[src/rtl/ifs_controller.sv]
// CAN interframe-space controller.
// Follows the bus from end-of-frame/overload through intermission, suspend and
// idle. It also raises overload, start-of-frame and transmit-start pulses, and
// handles bus integration after power-up. All state changes happen on
// samplePoint strobes.
module ifs_controller #(
  parameter int INTERMISSION_BITS = 3,
  parameter int SUSPEND_BITS      = 8,
  parameter int IDLE_BITS         = 11,
  parameter int MAX_OVERLOAD      = 2,
  parameter int CNT_W             = 4
) (
  input  logic       clk,
  input  logic       rst,
  input  logic       samplePoint,
  input  logic       canRX,
  input  logic       frameEnd,
  input  logic       overloadEnd,
  input  logic       wasTransmitter,
  input  logic       errorPassive,
  input  logic       localOverloadReq,
  input  logic       txPending,
  output logic       isOverload,
  output logic       overloadLocal,
  output logic       isStart,
  output logic       txStart,
  output logic       protoErr,
  output logic       busIdle,
  output logic [2:0] ifsState,
  output logic [1:0] overloadCount
);

  typedef enum logic [2:0] {
    INTEGRATE    = 3'd0,
    BUSY         = 3'd1,
    INTERMISSION = 3'd2,
    SUSPEND      = 3'd3,
    IDLE         = 3'd4
  } state_t;

  typedef struct packed {
    logic ovl;
    logic ovl_local;
    logic start;
    logic tx_start;
    logic proto_err;
  } pulses_t;

  localparam logic [CNT_W-1:0] IDLE_LAST  = CNT_W'(IDLE_BITS - 1);
  localparam logic [CNT_W-1:0] IM_LAST    = CNT_W'(INTERMISSION_BITS - 1);
  localparam logic [CNT_W-1:0] SUSP_LAST  = CNT_W'(SUSPEND_BITS - 1);
  localparam logic [CNT_W-1:0] CNT_ONE    = CNT_W'(1);
  localparam logic [1:0]       OVL_MAX    = 2'(MAX_OVERLOAD);

  state_t           state_q, state_d;
  logic [CNT_W-1:0] cnt_q, cnt_d;
  logic [1:0]       ovl_q, ovl_d;
  logic             txf_q, txf_d;
  pulses_t          pulse_q, pulse_d;

  // State, counters and output pulses all advance together on each clock.
  always_ff @(posedge clk) begin
    // NOTE: sequential state uses non-blocking assignments so every flop
    // samples the pre-edge values, independent of statement order.
    if (rst) begin
      state_q <= INTEGRATE;
      cnt_q   <= '0;
      ovl_q   <= '0;
      txf_q   <= 1'b0;
      pulse_q <= '0;
    end else begin
      state_q <= state_d;
      cnt_q   <= cnt_d;
      ovl_q   <= ovl_d;
      txf_q   <= txf_d;
      pulse_q <= pulse_d;
    end
  end

  // Next-state and pulse decode; evaluated only in strobe cycles.
  always_comb begin
    // NOTE: every output of this block gets a default first, so no path can
    // leave a value unassigned and infer a latch.
    state_d = state_q;
    cnt_d   = cnt_q;
    ovl_d   = ovl_q;
    txf_d   = txf_q;
    pulse_d = '0;

    if (samplePoint) begin
      if (state_q == INTEGRATE) begin
        if (!canRX) begin
          cnt_d = '0;
        end else if (cnt_q == IDLE_LAST) begin
          state_d = IDLE;
          cnt_d   = '0;
        end else begin
          cnt_d = cnt_q + CNT_ONE;
        end
      end else if (frameEnd) begin
        state_d = INTERMISSION;
        cnt_d   = '0;
        ovl_d   = '0;
        txf_d   = wasTransmitter;
      end else if (overloadEnd) begin
        state_d = INTERMISSION;
        cnt_d   = '0;
      end else begin
        unique case (state_q)
          INTERMISSION: begin
            if (localOverloadReq && cnt_q == '0 && ovl_q < OVL_MAX) begin
              pulse_d.ovl       = 1'b1;
              pulse_d.ovl_local = 1'b1;
              ovl_d             = ovl_q + 2'd1;
              state_d           = BUSY;
            end else if (!canRX) begin
              state_d = BUSY;
              if (cnt_q == IM_LAST) begin
                pulse_d.start = 1'b1;
              end else if (ovl_q < OVL_MAX) begin
                pulse_d.ovl = 1'b1;
                ovl_d       = ovl_q + 2'd1;
              end else begin
                pulse_d.proto_err = 1'b1;
              end
            end else if (cnt_q != IM_LAST) begin
              cnt_d = cnt_q + CNT_ONE;
            end else if (errorPassive && txf_q) begin
              state_d = SUSPEND;
              cnt_d   = '0;
            end else if (txPending) begin
              pulse_d.tx_start = 1'b1;
              state_d          = BUSY;
            end else begin
              state_d = IDLE;
            end
          end
          SUSPEND: begin
            if (!canRX) begin
              pulse_d.start = 1'b1;
              state_d       = BUSY;
            end else if (cnt_q == SUSP_LAST) begin
              if (txPending) begin
                pulse_d.tx_start = 1'b1;
                state_d          = BUSY;
              end else begin
                state_d = IDLE;
                txf_d   = 1'b0;
              end
            end else begin
              cnt_d = cnt_q + CNT_ONE;
            end
          end
          IDLE: begin
            if (!canRX) begin
              pulse_d.start = 1'b1;
              state_d       = BUSY;
            end else if (txPending) begin
              pulse_d.tx_start = 1'b1;
              state_d          = BUSY;
            end
          end
          default: ;
        endcase
      end
    end
  end

  assign isOverload    = pulse_q.ovl;
  assign overloadLocal = pulse_q.ovl_local;
  assign isStart       = pulse_q.start;
  assign txStart       = pulse_q.tx_start;
  assign protoErr      = pulse_q.proto_err;
  assign busIdle       = (state_q == IDLE);
  assign ifsState      = state_q;
  assign overloadCount = ovl_q;

endmodule

[config.mk]
export PLATFORM = sky130hd
export DESIGN_NAME = ifs_controller
export DESIGN_NICKNAME = d
export VERILOG_FILES = /design/src/rtl/ifs_controller.sv
export SDC_FILE = /design/constraint.sdc
export NUM_CORES = 1
export LEC_CHECK = 0
export CAP_MARGIN = 20
export CORE_MARGIN = 2
export CORE_UTILIZATION = 47
export CTS_BUF_LIST = sky130_fd_sc_hd__clkbuf_4
export CTS_CLUSTER_DIAMETER = 50
export DETAILED_ROUTE_END_ITERATION = 16
export GPL_TIMING_DRIVEN = 0
export PLACE_DENSITY = 0.77
export SLEW_MARGIN = 30
export SYNTH_ARGS = -nofsm -noshare
export SYNTH_HDL_FRONTEND = slang
export SYNTH_SLANG_ARGS = --single-unit
[constraint.sdc]
create_clock -name clk -period 1.6 [get_ports clk]
set_input_delay 0.4 -clock clk [delete_from_list [all_inputs] [get_ports clk]]
set_output_delay 0.4 -clock clk [all_outputs]
set_load 0.005 [all_outputs]
; ---- After elaboration in Yosys (flattened, before gate mapping)
; Cells that the tools add are included.
[classes]
order_cmp = 1
bitwise = 3
eq_ne = 21
n_mux = 60
reduce_logical = 19
addsub = 2
[ops]
columns = cell, count
row1 = two-way mux 3 bit, 15
row2 = two-way mux 4 bit, 11
row3 = AND reduction 7 bit, 4
row4 = two-way mux 1 bit, 24
row5 = "!= test 5 bit, second input constant", 4
row6 = two-way mux 2 bit, 7
row7 = "!= test 6 bit, second input constant", 2
row8 = case mux 3 bit (3 select lines), 1
row9 = OR reduction 9 bit, 1
row10 = case mux 4 bit (2 select lines), 1
row11 = nonzero test 2 bit, 4
row12 = "!= test 7 bit, second input constant", 1
row13 = "equality test 3 x 2 -> 1 bit, second input constant", 2
row14 = "!= test 2 bit, second input constant", 3
row15 = "!= test 6 x 5 -> 1 bit, second input constant", 1
row16 = case mux 2 bit (3 select lines), 1
row17 = nonzero test 6 bit, 1
row18 = OR reduction 6 bit, 1
row19 = nonzero test 5 bit, 1
row20 = OR reduction 5 bit, 1
row21 = "adder 4 x 1 -> 4 bit, second input constant", 1
row22 = "equality test 4 x 2 -> 1 bit, second input constant", 1
row23 = "equality test 4 x 3 -> 1 bit, second input constant", 1
row24 = "equality test 4 bit, second input constant", 1
row25 = other kinds (12), 16
[totals]
input_bits = 10
out_inout_bits = 11
regBits = 15

; ---- Logic depth before layout (Yosys ltp)
[logic_depth]
ltp_word = 9
ltp_mapped = 8

; ---- Worst setup path after synthesis
; OpenSTA, ideal clock, no wires.
[synth_path]
path_kind = reg-to-reg
start = reg cnt_q[0]
end = reg state_q[2] (netlist: ifsState[2])
t_arrival_ns = 1.703
slack_ns = -0.219
path_buffers = 0
synth_period_minus_slack_ns = 1.819
stages_incl_launch_ff = 9
cell_sequence = dfxtp_1 -> inv_1 -> ha_1 -> nor3b_4 -> nor2_1 -> a22o_1 -> a221oi_4 -> o311a_1 -> nor3_1
[synth_between]
elab_chain_len = 8
[synth_rtl]
columns = item, line
row1 = from (decl), 56  ; logic [CNT_W-1:0] cnt_q, cnt_d;
row2 = from (signal assigned), 73  ; cnt_q <= cnt_d;
row3 = logical NOT 4 bit, 111  ; if (localOverloadReq && cnt_q == '0 && ovl_q < OVL_MAX) begin
row4 = logical AND 1 bit (2 in a row), 111
row5 = two-way mux 3 bit, 111
row6 = case mux 3 bit (3 select lines), 109  ; unique case (state_q)
row7 = two-way mux 3 bit, 105  ; end else if (overloadEnd) begin
row8 = two-way mux 3 bit, 100  ; end else if (frameEnd) begin
row9 = two-way mux 3 bit, 91  ; if (state_q == INTEGRATE) begin
row10 = to (signal assigned), 72  ; state_q <= state_d;
row11 = to (decl), 55  ; state_t state_q, state_d;
; Parallel ways exist; a longest one is shown, timed or not.
; A chain may end at the register's enable or synchronous reset.

; ---- Worst setup path in the final report
; Same ends and word-level chain as after synthesis.

==> summary by stage <==
Status
The flow ran to the end, but the final reports show violations. The final reports fail on negative setup slack.

Timing
The post-route minimum period is 1882 ps. Across the routed clock network, the largest skew measured is 2.953 ps. The slew at the pin closest to its max-slew limit is 347.0 ps. The number of endpoints with negative hold slack in the final report is 0.

Setup repair after global routing could not meet its margin everywhere. For this run, the top clock speed supported by timing is 531.3 MHz. The setup slack after layout is -282.1 ps. The max-slew violation total from the final report is 0. In this run the tightest slew margin relative to its limit is 0.7686.

Setup violations remaining at the end of the flow were counted as 9. In the finished design, the share of the clock period the worst path needs comes to 1.176. The total negative setup slack is -1288 ps.

CTS
The number of buffers created by CTS is 3. CTS built an H-tree with a depth of 1. The root cell of the clock tree is clkbuf_4. At the later pin of the worst-skew pair, clock insertion delay measures 290 ps. Counting every sink on the clock net gives 15.

The number of buffers inserted by hold repair at cts is 0. The CTS tree is yes. The longest clock path from root to sink contains 2 buffers. The clock transition at the registers of the reported paths is 100 ps.

Global routing
The number of global-route vias before repair is 1082. The first global-routing pass estimated 4747 µm of wire. Entering global routing, the biggest net connects 11 pins. Across every metal layer, demand over resource in global routing totals 0.2438. The initial antenna violation count is 0. The global-route congestion overflow total is 0.

Worst hold path
The path class of the tightest hold or removal check is in -> reg. For hold timing, the worst endpoint is ifsState[1]. The startpoint of the worst hold path is rst. The cell depth of the worst min-delay path is 2.

Cells and area
For this run, the post-layout net count is 168. The number of diodes added for antenna fixing is 0. The synthesis-to-finish area growth is 46.77%. Summing all flip-flop and latch instances after layout gives 320.3 µm². The number of inserted filler cells in the final layout is 135.

Leaving out fill and tap cells, the most frequent cell in the layout is buf_4. Leaving out fill and tap cells, the most frequent cells in the layout are buf_4, nand2_1, clkdlybuf4s50_1. In the final layout, the share of cells above drive strength 1 is 0.3961. The multi-input combinational cells in the finished layout cover a total of 763.2 µm².

Power
Power spread over the standard cell area amounts to 487.4 mW/mm². The overall power after layout is 734.9 µW. The highest ir drop seen on vdd is 0.3886 mV. The leakage power is 0.0006031 µW.

Synthesis
The predominant post-synthesis flop cell is dfxtp_1. Of the total synthesized cell area, the portion taken by AND, OR, NAND and NOR gates is 0.3581. For this run, the number of Yosys warnings is 0.

In this run, synthesis inferred 0 flip-flops with an integrated enable. The netlist uses 47 different library cells. Of the total synthesized cell area, the portion taken by full adders, half adders and majority gates is 0.03654. The number of nets handed over by synthesis was 132.

The main combinational cell family by area after synthesis is simple AND/OR/NAND/NOR gates. The cell area after synthesis is 0.001027 mm². The synthesized netlist cell count is 119.

Measured against the total synthesized area, the mux share comes to 0. Of the total synthesized cell area, the portion taken by XOR and XNOR cells is 0. The mean instance size in the synthesized netlist is 8.632 µm². In the synthesized netlist the async set-or-reset flop fraction comes to 0. The share of the synthesized area in compound gates (AO/OA/AOI/OAI) is 0.2448. The sequential element share of the synthesized area is 0.2923. Synthesis inferred 15 register bits.

Detailed routing
Before antenna repair, the detailed router went through 4 iterations. The initial DRC count is 35. For this run, design rule violations remaining after detail routing come to 0.

The overall via count from detail_route is 1089. Dividing the detail-routed via count by the number of cells gives 6.017. The aggregate routed wire length is 3010 µm. The residual antenna-violating net count after detailed routing is 0.

The average wire per standard cell is 16.63 µm.

Flow run
Max-cap violations in this run came to 0.

Critical path
The critical path startpoint is cnt_q[0]. STA classifies the critical path endpoint as a flip-flop. The data arrival time of the worst path is 2060 ps. The worst register-to-register path ends at ifsState[2]. The worst flop-to-flop path startpoint is cnt_q[0]. Walking the worst path, the cells encountered are inv_4, ha_4, nor3b_4, nor2_1, a22o_1, a221oi_4, o311a_1, nor3_1. In this design, the stage delay of the slowest critical-path cell is 380 ps. At the worst endpoint, the required time is 1780 ps. The peak fanout along the critical path is 6. The element type at the critical path start is a flip-flop.

The worst register-to-register path has a setup slack of -280 ps. The critical path is of the reg -> reg type. The worst-case reg-to-reg path depth is 8.

The slowest stage of the critical path belongs to the cell dfxtp_4.

Floorplan
The die width is 50.75 µm. The initial utilization of the core area, before any placement, comes to 0.5131. The placeable core area is 0.002002 mm². Pin placement for this block handled 21 I/O pins. The die covers 0.002576 mm². The die height is 50.75 µm. The row count is 16.

Placement
The routability congestion estimate is 0.8733. The number of input and output port buffers inserted is 18. After legalization and detailed placement, the total HPWL measured 1864 µm.
report_power, final:
part	internal, µW	total [µW]	switching (µW)
clock network	92.8	228	135
logic	61.7	133	71.0
registers	370	375	4.23
cells in the mapped netlist, types with 3 or more instances:
cell / number / area [µm²]
inv_1: 5 / 18.77
nand2_1: 12 / 45.04
dfxtp_1: 15 / 300.3
o21ai_1: 3 / 15.01
nand3b_1: 3 / 22.52
ha_1: 3 / 37.54
nor2b_1: 3 / 18.77
nand3_1: 4 / 20.02
nor3_1: 3 / 15.01
nor2_1: 10 / 37.54
o21ai_0: 5 / 25.02
nor3b_1: 3 / 22.52
a21oi_1: 4 / 20.02
a32oi_1: 4 / 35.03
routing by layer:
metal | GRT usage | part of all wire
met3 | 0.04167 | 0.060
met2 | 0.4496 | 0.53
met5 | 0 | 0
met4 | 0.1036 | 0.019
met1 | 0.2719 | 0.39
area by class of cell:
cell class / instances / share of cell area
multi-input combinational: 92 / 0.5062
sequential: 15 / 0.2124
timing repair buffer: 32 / 0.1884
buffer: 6 / 0.03817
tap: 27 / 0.02241
clock buffer: 3 / 0.01494
inverter: 5 / 0.01411
clock inverter: 1 / 0.003319
through the flow:
step / area, µm² / hold WS, ps / instances / setup WS (ps) / util
3_5_place_dp: 1252 / 472.6 / 164 / -741.5 / 0.6256
3_3_place_gp: 1252 / 456.5 / 164 / -658.6 / 0.6256
5_1_grt: 1508 / 338.2 / 181 / -362.7 / 0.7531
2_1_floorplan: 1039 / 446.5 / 119 / -179.0 / -
6_report: 1508 / 346.3 / 181 / -282.1 / 0.7531
4_1_cts: 1484 / 344.1 / 181 / -158.0 / 0.7413
worst max-delay path: cells and delay by family (launching register included):
kind / cells / cell delay [ps]
and+or+nand+nor: 3 / 330
DFF: 1 / 380
adders and majority gates: 1 / 120
buffers and inverters: 1 / 70
AOI/OAI and AO/OA: 3 / 880
timing repair:
item,CTS,global route
buffers inserted,13,2
endpoints found under the hold margin,0,0
cloned,0,0
endpoints found under the setup margin,15,14
resized for setup,35,11
pin swaps,17,12
registers in the layout, summed over array words and instances, names as in the netlist:
| signal | flops |
|---|---|
| protoErr | 1 |
| ifsState | 3 |
| overloadCount | 2 |
| txStart | 1 |
| overloadLocal | 1 |
| isStart | 1 |
| isOverload | 1 |
| cnt_q | 4 |
| txf_q | 1 |
worst max path at each step:
stage,end,slack (ps),cells past startpoint
finish,ifsState[2],-280,8
CTS,ifsState[2],-160,8
global placement,cnt_q[3],-660,8
global route,ifsState[2],-360,8
floorplan,ifsState[2],-180,8
detailed placement,cnt_q[3],-740,8
cells by family (layout without fill, tap and decap cells):
logic type / after synthesis / after routing
and+or+nand+nor: 58 / 58
buffers and inverters: 12 / 47
adders and majority gates: 3 / 3
DFF: 15 / 15
AOI/OAI and AO/OA: 31 / 31
No activity file was read; power rests on OpenSTA's default activity.
